**src/rtl/load_store_unit.sv**
```systemverilog
// Load/store unit between the CPU memory stage and a doubleword-organised data memory.
// Optional performance counters are enabled with `define LSU_PERF_CNT_EN.
module load_store_unit #(
   parameter int ADDR_W    = 64,
   parameter int MEM_BYTES = 1024
`ifdef LSU_PERF_CNT_EN
   ,parameter int CNT_W    = 32
`endif
) (
   input  logic              clk,
   input  logic              rst_n,
   input  logic              req_valid,
   output logic              req_ready,
   input  logic              req_write,
   input  logic [1:0]        req_size,
   input  logic              req_signed,
   input  logic [ADDR_W-1:0] req_addr,
   input  logic [63:0]       req_wdata,
   output logic              rsp_valid,
   output logic [63:0]       rsp_rdata,
   output logic              rsp_err,
   output logic [ADDR_W-1:0] mem_addr,
   output logic [63:0]       mem_wdata,
   output logic              mem_read,
   output logic              mem_write,
   input  logic [63:0]       mem_rdata
`ifdef LSU_PERF_CNT_EN
   ,output logic [CNT_W-1:0] cnt_loads
   ,output logic [CNT_W-1:0] cnt_stores
   ,output logic [CNT_W-1:0] cnt_errs
`endif
);

   typedef enum logic [1:0] {IDLE, READ, WRITE, RESP} state_t;

   state_t      state_q;
   logic        write_q;
   logic        signed_q;
   logic [1:0]  size_q;
   logic [2:0]  off_q;
   logic [63:0] wdata_q;

   logic              misaligned;
   logic              reqErr;
   logic [3:0]        sizeBytes;
   logic [ADDR_W:0]   endAddr;
   logic [5:0]        shamt;
   logic [63:0]       fieldMask;
   logic [63:0]       shifted;
   logic              signBit;
   logic [63:0]       loadData_d;
   logic [63:0]       mergeData_d;

   // The range check is done one bit wider so an address near the top cannot wrap.
   always_comb begin
      sizeBytes = 4'd1 << req_size;
      case (req_size)
         2'b00:   misaligned = 1'b0;
         2'b01:   misaligned = req_addr[0];
         2'b10:   misaligned = |req_addr[1:0];
         default: misaligned = |req_addr[2:0];
      endcase
      endAddr = {1'b0, req_addr} + (ADDR_W+1)'(sizeBytes);
      reqErr  = misaligned || (endAddr > (ADDR_W+1)'(MEM_BYTES));
   end

   always_comb begin
      shamt = {off_q, 3'b000};
      case (size_q)
         2'b00:   fieldMask = 64'h0000_0000_0000_00FF;
         2'b01:   fieldMask = 64'h0000_0000_0000_FFFF;
         2'b10:   fieldMask = 64'h0000_0000_FFFF_FFFF;
         default: fieldMask = 64'hFFFF_FFFF_FFFF_FFFF;
      endcase
      shifted = mem_rdata >> shamt;
      case (size_q)
         2'b00:   signBit = shifted[7];
         2'b01:   signBit = shifted[15];
         2'b10:   signBit = shifted[31];
         default: signBit = 1'b0;
      endcase
      loadData_d  = (signed_q && signBit) ? (shifted | ~fieldMask) : (shifted & fieldMask);
      mergeData_d = (mem_rdata & ~(fieldMask << shamt)) | ((wdata_q & fieldMask) << shamt);
   end

   always_ff @(posedge clk) begin
      if (!rst_n) begin
         state_q   <= IDLE;
         write_q   <= 1'b0;
         signed_q  <= 1'b0;
         size_q    <= 2'b00;
         off_q     <= 3'b000;
         wdata_q   <= '0;
         req_ready <= 1'b1;
         rsp_valid <= 1'b0;
         rsp_err   <= 1'b0;
         rsp_rdata <= '0;
         mem_read  <= 1'b0;
         mem_write <= 1'b0;
         mem_addr  <= '0;
         mem_wdata <= '0;
`ifdef LSU_PERF_CNT_EN
         cnt_loads  <= '0;
         cnt_stores <= '0;
         cnt_errs   <= '0;
`endif
      end else begin
         case (state_q)
            IDLE: begin
               if (req_valid) begin
                  req_ready <= 1'b0;
                  write_q   <= req_write;
                  signed_q  <= req_signed;
                  size_q    <= req_size;
                  off_q     <= req_addr[2:0];
                  wdata_q   <= req_wdata;
                  if (reqErr) begin
                     state_q   <= RESP;
                     rsp_valid <= 1'b1;
                     rsp_err   <= 1'b1;
                     rsp_rdata <= '0;
                  end else if (!req_write || req_size != 2'b11) begin
                     state_q  <= READ;
                     mem_read <= 1'b1;
                     mem_addr <= {req_addr[ADDR_W-1:3], 3'b000};
                  end else begin
                     state_q   <= WRITE;
                     mem_write <= 1'b1;
                     mem_addr  <= {req_addr[ADDR_W-1:3], 3'b000};
                     mem_wdata <= req_wdata;
                  end
               end
            end
            READ: begin
               mem_read <= 1'b0;
               if (write_q) begin
                  state_q   <= WRITE;
                  mem_write <= 1'b1;
                  mem_wdata <= mergeData_d;
               end else begin
                  state_q   <= RESP;
                  rsp_valid <= 1'b1;
                  rsp_rdata <= loadData_d;
               end
            end
            WRITE: begin
               mem_write <= 1'b0;
               state_q   <= RESP;
               rsp_valid <= 1'b1;
               rsp_rdata <= '0;
            end
            RESP: begin
               state_q   <= IDLE;
               rsp_valid <= 1'b0;
               rsp_err   <= 1'b0;
               rsp_rdata <= '0;
               req_ready <= 1'b1;
`ifdef LSU_PERF_CNT_EN
               // An errored access counts only as an error, regardless of direction.
               if (rsp_err)
                  cnt_errs <= cnt_errs + CNT_W'(1);
               else if (write_q)
                  cnt_stores <= cnt_stores + CNT_W'(1);
               else
                  cnt_loads <= cnt_loads + CNT_W'(1);
`endif
            end
            default: state_q <= IDLE;
         endcase
      end
   end

endmodule

```
**config.mk**
```make
export PLATFORM = sky130hd
export DESIGN_NAME = load_store_unit
export DESIGN_NICKNAME = d
export VERILOG_FILES = /design/src/rtl/load_store_unit.sv
export SDC_FILE = /design/constraint.sdc
export NUM_CORES = 1
export LEC_CHECK = 0
export ABC_CLOCK_PERIOD_IN_PS = 6100
export CAP_MARGIN = 30
export CORE_MARGIN = 2
export CORE_UTILIZATION = 42
export DETAILED_ROUTE_END_ITERATION = 10
export GPL_ROUTABILITY_DRIVEN = 0
export PLACE_DENSITY = 0.69
export SLEW_MARGIN = 20
export SYNTH_ARGS = -nofsm -noshare
export SYNTH_HDL_FRONTEND = slang
export SYNTH_SLANG_ARGS = --single-unit
```
**constraint.sdc**
```tcl
create_clock -name clk -period 6.1 [get_ports clk]
set_input_delay 1.22 -clock clk [delete_from_list [all_inputs] [get_ports clk]]
set_output_delay 1.22 -clock clk [all_outputs]
set_load 0.005 [all_outputs]
```
# After elaboration in Yosys (flattened, before gate mapping)

Cells that the tools add are included.

RAM bits: 0
Latch bits: 0
Register bits: 267
Logic and storage cells: 98
ROM bits: 0
Input port bits: 199
Output and inout bits: 197
Memories kept: 0

$mul: 0
Shifts and indexed selects: 4
Bitwise gates (word level): 8
Reductions and logical operators: 21
Add/sub/neg operators: 1
Multiplexer cells: 34
Order comparisons: 1
Eq/ne operators: 15
Div/mod/pow operators: 0

Operators by type and width:

| cell                 | count |
|---|---|
| $mux 64              | 8 |
| $pmux 64 s3          | 2 |
| $and 64x64->64       | 3 |
| $not 64->64          | 2 |
| $or 64x64->64        | 2 |
| $pmux 64 s2          | 1 |
| $shl 64x6->64        | 2 |
| $add 64x4->65        | 1 |
| $gt 65x11->1 const B | 1 |
| $shr 64x6->64        | 1 |
| $ne 2x2->1 const B   | 8 |
| $mux 1               | 12 |
| $reduce_and 5->1     | 2 |
| $pmux 1 s3           | 3 |
| $reduce_and 3->1     | 3 |
| $eq 2x2->1 const B   | 4 |
| $pmux 2 s4           | 1 |
| $eq 2x1->1 const B   | 3 |
| $logic_not 2->1      | 3 |
| $mux 2               | 3 |
| $pmux 1 s2           | 3 |
| $pmux 1 s4           | 1 |
| $reduce_and 2->1     | 2 |
| $reduce_and 4->1     | 1 |
| other kinds (9)      | 12 |

# Logic depth before layout (Yosys ltp)

Depth in word-level cells: 8
Mapped depth: 16
Depth with buffers taken out: 13

# Worst setup path before layout

No wires, ideal clock.

Kind: input to register
From: input req_size[1]
To: register mem_wdata[26]
Setup time: 0.134 ns
Path buffers: 3
Arrival: 4.789 ns
Setup slack: 1.178 ns
Stages on the path: 16
Required time: 5.966 ns
Cell sequence: nor2_1 -> ha_1 -> inv_1 -> fa_1 -> nor2b_1 -> o22ai_1 -> or4_1 -> buf_2 -> or4_4 -> o31ai_4 -> o211ai_4 -> or4b_1 -> buf_2 -> buf_6 -> o2111ai_1 -> o311ai_1

Cells in the longest elaborated chain, start to end: 6
Elaborated cells on any way between the ends: 13
Classes of those cells: add/sub (1); order compare (1); eq/ne (5); shift (1); mux (1); reduce/logical (4)

Ends and longest elaborated chain:

| what                         | RTL line | text |
|---|---|---|
| from (decl)                  | 15       | `input logic [1:0] req_size,` |
| $shl 1x2->4                  | 56       | `sizeBytes = 4'd1 << req_size;` |
| $add 64x4->65                | 63       | `endAddr = {1'b0, req_addr} + (ADDR_W+1)'(sizeBytes);` |
| $gt 65x11->1                 | 64       | `reqErr = misaligned \|\| (endAddr > (ADDR_W+1)'(MEM_BYTES));` |
| $logic_or 1x1->1             | 64       |  |
| $ne 2x2->1 (no line)         | -        |  |
| $reduce_and 5->1 (no line) * | -        |  |
| to (signal assigned)         | 130      | `mem_wdata <= req_wdata;` |
| to (signal assigned)         | 139      | `mem_wdata <= mergeData_d;` |
| to (decl)                    | 23       | `output logic [63:0] mem_wdata,` |

Mark *: on every way between the ends. The rest lies on a longest branch, timed or not.
A chain may end at the register's enable or synchronous reset.

# Final worst setup path

From: input req_size[0]
To: register mem_wdata[19]

Same word-level chain as after synthesis.

==> impl.org <==
** Detailed routing
- Summed over all layers, the routed wires come to approximately 70000 um.
- Detailed-router iteration count before antenna repair :: 7
- Routed via count divided by cell count :: 6.35
- The first routing iteration left 2173 violations.
- Amount of wire on met2 after detailed routing :: about 30000 um
- The detailed router used layers up to and including met5.
- Remaining routing DRC violations :: 0
- Total vias in the final route :: roughly 19000
- Amount of wire on met3 after detailed routing :: about 7700 um
- In the final routed layout, each cell accounts on average for between 20 and 25 um.
- Routed Antenna Nets :: 0
- Routed length on met1 :: between 20000 and 30000 um

** Synthesis
- The synthesized design contains roughly 270 register bits.
- The average instance in the mapped netlist occupies 7.94 um^2.
- Number of synthesis warnings :: 0
- Yosys mapped the design onto 81 distinct sky130hd cell types.
- Proportion of netlist area held by the largest area contributor :: between 30% and 40%
- The synthesized design contains 0 enable-type register cells.
- The share of the Yosys chip area taken by registers is 31.4%.
- Dominant synthesized flop cell :: sky130_fd_sc_hd__dfxtp_1
- Share of flip-flops with an asynchronous set or reset :: 0%
- The cell count after synthesis came out at ~2100.
- The biggest area contributor in the post-synthesis netlist is sky130_fd_sc_hd__dfxtp_1.
- Top area cells in the synthesized netlist :: sky130_fd_sc_hd__dfxtp_1 (31%), sky130_fd_sc_hd__nand2_1 (8.0%), sky130_fd_sc_hd__mux2i_1 (6.1%), sky130_fd_sc_hd__mux4_2 (5.4%), sky130_fd_sc_hd__a21oi_1 (5.2%)
- Summing every instance area after synthesis gives 17000 um^2.

** Clocking
- Post-CTS repair changed the size of 0 cells.
- Clock-pin slew was measured on the worst setup and hold paths at 70 ps.
- CTS buffer count :: 30
- CTS placed an instance of sky130_fd_sc_hd__clkbuf_16 at the clock tree root.
- No sink is reached through more buffers than the 3 on the longest clock path.
- Setup Fix Bufs, Post-CTS :: 0
- Hold Buf Count CTS :: 0
- In this run the number of H-tree levels came out at 1.
- At the later pin of the worst-skew pair, clock insertion delay measures a little under 600 ps.
- TritonCTS built the clock tree.
- TritonCTS sink count :: between 200 and 300

** Floorplan
- Placement Rows :: 73
- Floorplan die width :: approximately 210 um
- In this run the standard cell core region covers roughly 40000 um^2.
- For this configuration, the core starts out at a cell density of a little over two fifths.
- In this run the count of I/O pins placed on the die edge is 396.
- Die height :: 205 um
- Total Die Area :: 42200 um^2

** Power
- After layout, the design draws a total of roughly 7000 uW.
- IR analysis of the VDD net gives a maximum drop of roughly 0.29 mV.
- Leakage power figure :: approximately 0.0075 uW
- Dividing total power by cell area gives a power density of approximately 320 nW/um^2.

** Min path
- Tightest Hold Check Type :: register to register

** Cells and area
- Fillers :: about 3700
- Most used cells in the layout excluding fill and tap cells :: sky130_fd_sc_hd__clkdlybuf4s50_1 (391), sky130_fd_sc_hd__nand2_1 (364), sky130_fd_sc_hd__dfxtp_1 (264), sky130_fd_sc_hd__a21oi_1 (178), sky130_fd_sc_hd__nor2_1 (156)
- Relative to the synthesized area, the layout overhead comes to 30.7%.
- Fraction of final layout cells with drive strength greater than 1 :: around 8.8%
- Register area :: 5350 um^2
- Leaving out fill and tap cells, the most frequent cell in the layout is sky130_fd_sc_hd__clkdlybuf4s50_1.
- Core utilization of the finished layout :: 55.8%
- The final layout contains roughly 2600 nets.
- Summing all multi-input logic gate instances after layout gives approximately 11000 um^2.

** Global routing
- Total global routing track utilization :: about a third
- Entering global routing, the biggest net connects 87 pins.
- Number of antenna violations at the first check in global routing :: 3
- Wire length of the first global-routing pass :: around 100000 um
- Overflow left after global routing :: 0
- Via count of the first global-routing pass :: approximately 18000

** Place
- Post-DP HPWL :: approximately 52000 um
- Input and output buffers added on the ports amount to 392.
- Before CTS, the worst setup slack after placement is 188 ps.

** Worst setup path
- Signal arrival time at the worst endpoint :: slightly below 6000 ps
- STA classifies the critical path startpoint as an input pin.
- Data required time at the worst endpoint :: 6540 ps
- The worst setup path is captured at a register.
- In this run the worst path has a maximum fanout of 13.
- Critical path start-end classification :: input pin to register

** Timing
- Worst Hold Slack :: between 400 and 500 ps
- Fin Setup TNS :: 0 ps
- Setup repair after global routing left no endpoint under its margin.
- Setup violations remaining at the end of the flow were counted as 0.
- In this run the tightest slew margin relative to its limit is between 30% and 40%.
- The smallest clock period supported by the final layout is computed as around 5400 ps.
- At the pin with the least slew margin, the transition time is between 900 and 1000 ps.
- Final number of hold-violating endpoints :: 0
- After layout, the worst setup slack is between 700 and 800 ps.
- For this run, the top clock speed supported by timing is 186 MHz.
- Worst Clk Skew :: 21.1 ps
- After layout, the worst path uses around nine tenths of the clock period.
- Final-report max-slew violation count :: 0

** Status
- The flow ran to the end, and the final reports show no timing, DRC or antenna violations.

** Run
- Max cap viols :: 0
-- registers in the layout (all words and copies together) (netlist names) --
name	cells
mem_read	1
rsp_rdata	64
rsp_valid	1
wdata_q	64
signed_q	1
write_q	1
mem_addr	61
off_q	3
size_q	2
mem_wdata	64
mem_write	1
rsp_err	1
req_ready	1
state_q	2
-- worst max-delay path, stage by stage --
cell and delay (ps):
sky130_fd_sc_hd__clkdlybuf4s50_1 520, sky130_fd_sc_hd__nor2_1 150, sky130_fd_sc_hd__ha_1 210, sky130_fd_sc_hd__inv_1 70
sky130_fd_sc_hd__fa_1 410, sky130_fd_sc_hd__nor2b_1 260, sky130_fd_sc_hd__o22ai_1 170, sky130_fd_sc_hd__or4_1 710
sky130_fd_sc_hd__or4_4 590, sky130_fd_sc_hd__o31ai_4 80, sky130_fd_sc_hd__o211ai_4 150, sky130_fd_sc_hd__or4b_1 570
sky130_fd_sc_hd__nor2_4 330, sky130_fd_sc_hd__buf_4 260, sky130_fd_sc_hd__o311ai_1 130
-- area by class of cell --
cell class / instances / area share (%)
Clock buffer: 38 / 3.78
Antenna cell: 2 / 0.0225
Sequential cell: 267 / 24.0
Clock inverter: 18 / 0.674
Multi-Input combinational cell: 1660 / 48.7
Tap cell: 525 / 2.95
Inverter: 18 / 0.303
Timing Repair Buffer: 439 / 19.5
-- where the power goes --
group | leakage [uW] | switching [uW] | internal [uW]
registers | 0.00217 | 319 | 2000
clock network | 0.000484 | 806 | 1030
logic | 0.00485 | 1660 | 1210
total | 0.00750 | 2780 | 4240
-- final timing paths --
kind	start	end	slack [ps]	cells past startpoint
hold reg to reg	mem_addr[13]	mem_addr[13]	460	1
setup reg to reg	off_q[0]	rsp_rdata[9]	1920	10
setup / recovery	req_size[0]	mem_wdata[19]	710	15
hold / removal	mem_addr[13]	mem_addr[13]	460	1
-- metal layers --
| metal | track usage [%] | vias up |
|---|---|---|
| met1 | 40.9 | 8886 |
| li1 | - | 8484 |
| met4 | 18.5 | 4 |
| met3 | 7.98 | 259 |
| met2 | 48.4 | 1198 |
| met5 | 0 | - |
-- through the flow --
stage,area [um^2],std cells
after global placement,21200,2902
final,22300,2967
after CTS,22200,2961
after floorplan,17000,2146
after global routing,22300,2965
after detailed placement,21200,2905
-- synthesized netlist by cell type (all sizes together), types with 11 or more instances --
cell and count:
a21o 18, nand3 54, a2bb2oi 34, and3 24, a221o 25, a221oi 15
o311ai 56, a21oi 179, nor4 11, nand4 55, a22oi 32, nand2b 20
xnor2 15, nor2 158, buf 45, nor3 22, o22a 17, inv 17
mux2 41, o22ai 13, o211ai 18, and2 69, o21ai 108, mux4 41
o2111ai 15, dfxtp 267, a32oi 16, clkbuf 156, nand2 365, a31oi 32
mux2i 103, and4 11
-- cell families after synthesis --
family,after synthesis,share of synthesized area (%)
AOI/OAI and AO/OA,616,24.5
xor gates and xnor gates,25,1.29
adders and majority gates,9,0.705
buffers and inverters,219,5.22
DFF,267,31.4
muxes,185,14.2
other,1,0.0220
and+or+nand+nor,822,22.7
Note: power is estimated with default switching activity, not from simulation.
